<file path="src/rtl/addr_gen_bank.sv">
// Multi-channel strided address generator with per-channel base/stride.
// Define ADDR_GEN_BOUND_EN for bounded (limit-checked) addressing.
module addr_gen_bank #(
  parameter int DATA_WIDTH = 16,
  parameter int NUM_CH     = 2,
  parameter int CH_W       = 1
) (
  input  logic                         clk,
  input  logic                         rst,
  input  logic                         we,
  input  logic [CH_W-1:0]              ld_ch,
  input  logic [DATA_WIDTH-1:0]        data_in,
  input  logic                         stride_we,
  input  logic                         limit_we,
  input  logic                         inc,
  input  logic [CH_W-1:0]              inc_ch,
  output logic [NUM_CH*DATA_WIDTH-1:0] addr_out,
  output logic [NUM_CH-1:0]            wrap
);

  logic [DATA_WIDTH-1:0] r_addr   [NUM_CH];
  logic [DATA_WIDTH-1:0] r_base   [NUM_CH];
  logic [DATA_WIDTH-1:0] r_stride [NUM_CH];
  logic [NUM_CH-1:0]     r_wrap;

  logic [NUM_CH-1:0]     w_cfg_hit;
  logic [NUM_CH-1:0]     w_ld_hit;
  logic [NUM_CH-1:0]     w_inc_hit;
  logic [NUM_CH-1:0]     w_over;
  logic [NUM_CH-1:0]     w_wrap_nxt;
  logic [DATA_WIDTH:0]   w_sum      [NUM_CH];
  logic [DATA_WIDTH-1:0] w_inc_addr [NUM_CH];

`ifdef ADDR_GEN_BOUND_EN
  logic [DATA_WIDTH-1:0] r_limit [NUM_CH];
`else
  logic w_unused_limit_we;
  assign w_unused_limit_we = limit_we;
`endif

  // Out-of-range channel selects match no k, so they fall through as no-ops.
  always_comb begin
    w_cfg_hit  = '0;
    w_ld_hit   = '0;
    w_inc_hit  = '0;
    w_over     = '0;
    w_wrap_nxt = '0;
    for (int k = 0; k < NUM_CH; k++) begin
      w_cfg_hit[k] = (ld_ch == CH_W'(k));
      w_ld_hit[k]  = we && w_cfg_hit[k];
      w_inc_hit[k] = inc && (inc_ch == CH_W'(k));
      w_sum[k]     = {1'b0, r_addr[k]} + {1'b0, r_stride[k]};
`ifdef ADDR_GEN_BOUND_EN
      w_over[k]     = w_sum[k] > {1'b0, r_limit[k]};
      w_inc_addr[k] = w_over[k] ? r_base[k]
                                : w_sum[k][DATA_WIDTH-1:0];
`else
      w_over[k]     = w_sum[k][DATA_WIDTH];
      w_inc_addr[k] = w_sum[k][DATA_WIDTH-1:0];
`endif
      w_wrap_nxt[k] = w_inc_hit[k] && !w_ld_hit[k] && w_over[k];
    end
  end

  always_ff @(posedge clk) begin
    if (rst) begin
      r_wrap <= '0;
      for (int k = 0; k < NUM_CH; k++) begin
        r_addr[k]   <= '0;
        r_base[k]   <= '0;
        r_stride[k] <= DATA_WIDTH'(1);
`ifdef ADDR_GEN_BOUND_EN
        r_limit[k]  <= '1;
`endif
      end
    end else begin
      r_wrap <= w_wrap_nxt;
      for (int k = 0; k < NUM_CH; k++) begin
        if (w_ld_hit[k]) begin
          r_addr[k] <= data_in;
          r_base[k] <= data_in;
        end else if (w_inc_hit[k]) begin
          r_addr[k] <= w_inc_addr[k];
        end
        if (stride_we && w_cfg_hit[k])
          r_stride[k] <= data_in;
`ifdef ADDR_GEN_BOUND_EN
        if (limit_we && w_cfg_hit[k])
          r_limit[k] <= data_in;
`endif
      end
    end
  end

  always_comb begin
    addr_out = '0;
    for (int k = 0; k < NUM_CH; k++)
      addr_out[k*DATA_WIDTH +: DATA_WIDTH] = r_addr[k];
  end

  assign wrap = r_wrap;

endmodule

</file>
<file path="config.mk">
export PLATFORM = sky130hd
export DESIGN_NAME = addr_gen_bank
export DESIGN_NICKNAME = d
export VERILOG_FILES = /design/src/rtl/addr_gen_bank.sv
export SDC_FILE = /design/constraint.sdc
export NUM_CORES = 1
export LEC_CHECK = 0
export CELL_PAD_IN_SITES_DETAIL_PLACEMENT = 0
export CELL_PAD_IN_SITES_GLOBAL_PLACEMENT = 2
export CORE_UTILIZATION = 36
export DETAILED_ROUTE_END_ITERATION = 8
export PLACE_DENSITY_LB_ADDON = 0.2
export SLEW_MARGIN = 0
export SYNTH_ARGS = -nofsm -noshare
export SYNTH_HDL_FRONTEND = slang
export SYNTH_SLANG_ARGS = --single-unit
</file>
<file path="constraint.sdc">
create_clock -name clk -period 3.2 [get_ports clk]
set_clock_uncertainty 0.1 [all_clocks]
set_input_delay 0.32 -clock clk [delete_from_list [all_inputs] [get_ports clk]]
set_output_delay 0.32 -clock clk [all_outputs]
set_load 0.03 [all_outputs]
</file>
==> flow_summary.toml <==
[run_status]
status = "complete, no violations"

[worst_setup_path]
cp_data_arrival_time_ns = 2.66
reg2reg_depth = 8
start_kind = "flip-flop"
crit_start = "r_addr[0][0]"
endpoint_kind = "flip-flop"
r2r_start = "r_addr[0][0]"
endpoint = "r_addr[0][14]"
crit_chain = "ha_1 -> fa_1 -> a211oi_1 -> o21bai_1 -> a21oi_1 -> o311ai_0 -> xnor2_1 -> o21ai_0"
required_ns = 3.16
crit_type = "reg -> reg"
cp_max_fo = 3
crit_slowest_cell = "fa_1"
r2r-end = "r_addr[0][14]"
max_stage_delay_ns = 0.43
r2r_slack_ns = 0.50

[clock_network]
cts_num_sinks = 66
clk_latency_ns = 0.33
cts_buffers = 9
clk_pin_slew_worst_paths_ns = 0.06
cts_buffer_depth = 2
post_cts_buffers = 0
cts-root-buf = "clkbuf_16"
cts_max_level = 3
cts_hold_buf = 0
cts_resized = 0
cts_tree = "built"

[timing]
finalWorstSetupSlack_ns = 0.5045
relSlewSlack_pct = 43.78
setup_tns_ns = 0
hold_viol_final = 0
maxClockFrequency_mhz = 371.0
rsz0062_at_grt = "no"
finalMaxSlewViolations = 0
setup_violations = 0
finalCritPeriodShare_pct = 84.24
period_minus_slack_ns = 2.696
tightest_slew_ns = 0.8416

[power_and_ir_drop]
comb_power_share_pct = 26.7
power_density_mw_per_mm2 = 573.3
ir_drop_v = 0.0003266
clkPwrFrac_pct = 36.0
swShare_pct = 29.94
internal-power_mw = 2.062
p_switching_mw = 0.8814
power_frac_seq_pct = 37.3
p_leak_nw = 2.062

[flow_run]
max_cap_violations = 0

[yosys]
synth-edff-count = 64
syn_avg_cell_area_sq_um = 10.49
synth_top_cell_by_area = "edfxtp_1"
netlist.area_leader.share_pct = 46.87
synth_cells = 391
ys_types = 50
synth.net_count = 449
yosysSeqAreaShare_pct = 47.85
ys_async_sr_fraction_pct = 0
yosys_warnings = 0
syn_area_sq_mm = 0.004100
synth_seq_cells = 66
yosys-top-cells-area = "edfxtp_1 (47%), ha_1 (9.8%), nand2_1 (3.7%)"
synthFlopType = "edfxtp_1"

[cells_and_area]
diodes = 0
nNetsFinal = 506
drive_above_1_share_pct = 5.740
area_growth_syn_to_layout_pct = 25.24
final_area_sq_mm = 0.005135
multi_input_area_sq_mm = 0.002051
final-seq-area_sq_mm = 0.001962
num-fill-cells = 1072

[grt]
grt_pass1_wl_mm = 16.53
grt_start_max_net_pins = 22
grt-ovfl-total = 0
grt_pass1_vias = 3210
grtUsageTotal_pct = 18.91
antenna_found_initial = 0

[routing]
route.detailed.drc = 0
via_count = 3251
routed_wl_mm = 10.45
drtIter0Drc = 156
post_drt_via_cell_ratio = 5.482
wire_per_inst_um = 17.62
ant_nets = 0
dr.pass1.iters = 6

[place]
port_buffers = 56
dp_hpwl_mm = 7.784
place_ws_ns = 0.5113
gp_congestion = 0.8167
placement.cell_area_sq_mm = 0.004816

[worst_hold_path]
holdPathStages = 3
hp-class = "reg -> reg"

[floorplan]
dieArea_sq_mm = 0.01182
initial_core_util_pct = 37.33
die_h_um = 108.7
fp.coreArea_sq_mm = 0.01098
io_pins = 58
rows = 38
die_w_um = 108.7
-- kinds of logic (layout without fill, tap and decap cells) --
group | after synthesis | after routing | synth area share, %
AO/OA/AOI/OAI | 117 | 117 | 18.37
XOR/XNOR | 15 | 15 | 3.204
adder cells (fa/ha/maj) | 34 | 34 | 10.74
buffers and inverters | 22 | 84 | 2.136
flip-flops | 66 | 66 | 47.85
multiplexers | 4 | 4 | 1.007
AND/OR/NAND/NOR | 133 | 133 | 16.69
-- registers in the layout, indices dropped and copies added (netlist names) --
signal and flops:
r_addr 32, r_stride 32, wrap 2
-- per-stage QoR --
step / power (mW) / cells / hold WS, ns / util (%)
4_1_cts: 2.974 / 593 / 0.5273 / 46.75
6_report: 2.944 / 593 / 0.5217 / 46.75
5_1_grt: 3.089 / 593 / 0.5622 / 46.75
2_1_floorplan: 1.649 / 391 / 0.4054 / -
3_5_place_dp: 1.901 / 577 / 0.5141 / 43.85
3_3_place_gp: 1.899 / 577 / 0.5067 / 43.85
-- power groups by stage --
stage	clock, mW	combinational [mW]	sequential [mW]
finish	1.06	0.787	1.10
detailed placement	0	0.782	1.12
CTS	1.08	0.791	1.10
global route	1.11	0.874	1.11
floorplan	0	0.458	1.19
global placement	0	0.781	1.12
-- synth_stat cells, drive strengths merged (3+ instances only) --
library cell	n
a211o	3
nand2b	5
and2	16
mux2i	3
buf	4
o21a	6
xnor2	12
nor3	6
nand2	40
a21oi	30
nor2	11
clkbuf	12
o21bai	4
nand4	6
o31ai	5
nand3	23
ha	32
or3	4
xor2	3
nor3b	5
and3	6
a211oi	6
a21o	16
inv	6
o21ai	30
nor2b	5
edfxtp	64
-- worst min-delay path by stage --
stage                   start      endpoint
3_5_place_dp   r_stride[0][0]  r_addr[0][0]
4_1_cts        r_stride[0][0]  r_addr[0][0]
6_report       r_stride[0][0]  r_addr[0][0]
2_1_floorplan      data_in[5]  r_addr[1][5]
5_1_grt        r_stride[0][0]  r_addr[0][0]
3_3_place_gp   r_stride[0][0]  r_addr[0][0]
-- worst max-delay path, delay by kind of cell, from the launching register on --
family	cells	cell delay [ns]
XOR/XNOR	1	0.17
flip-flops	1	0.38
AO/OA/AOI/OAI	5	1.10
adder cells (fa/ha/maj)	2	0.68
-- per-layer routing --
| layer | wire length, um | vias up | part of all wire, % | GRT usage [%] |
|---|---|---|---|---|
| met5 | 0 | - | 0 | 0 |
| met4 | 104 | 0 | 1.0 | 4.440 |
| met3 | 413 | 7 | 4.0 | 4.842 |
| li1 | - | 1612 | - | - |
| met1 | 4759 | 1565 | 46 | 23.07 |
| met2 | 5172 | 67 | 49 | 33.27 |
-- final cells by class --
cell class	count	area share, %
Timing Repair Buffer	62	11.79
Clock inverter	7	1.827
Multi-Input combinational cell	303	39.94
Clock buffer	9	4.386
Inverter	6	0.4386
Sequential cell	66	38.21
Tap cell	140	3.411
-- layout by cell type, fill, tap and decap left out, types with 3 or more instances in the layout --
master and count:
o21a_1 6, nand4_1 6, nand2_1 40, o31ai_1 5, xnor2_1 12, inv_1 6, and3_1 6, nor3_1 6
edfxtp_1 64, clkbuf_16 9, a21o_1 16, buf_4 6, nor2b_1 5, o21ai_0 30, o21bai_1 4, and2_1 16
nor3b_1 5, a211oi_1 6, mux2i_1 3, nand2b_1 5, a21oi_1 28, ha_1 32, a211o_1 3, clkdlybuf4s50_1 56
nor2_1 11, or3_1 4, xor2_1 3, nand3_1 23
Power figures use the tool's default switching activity.
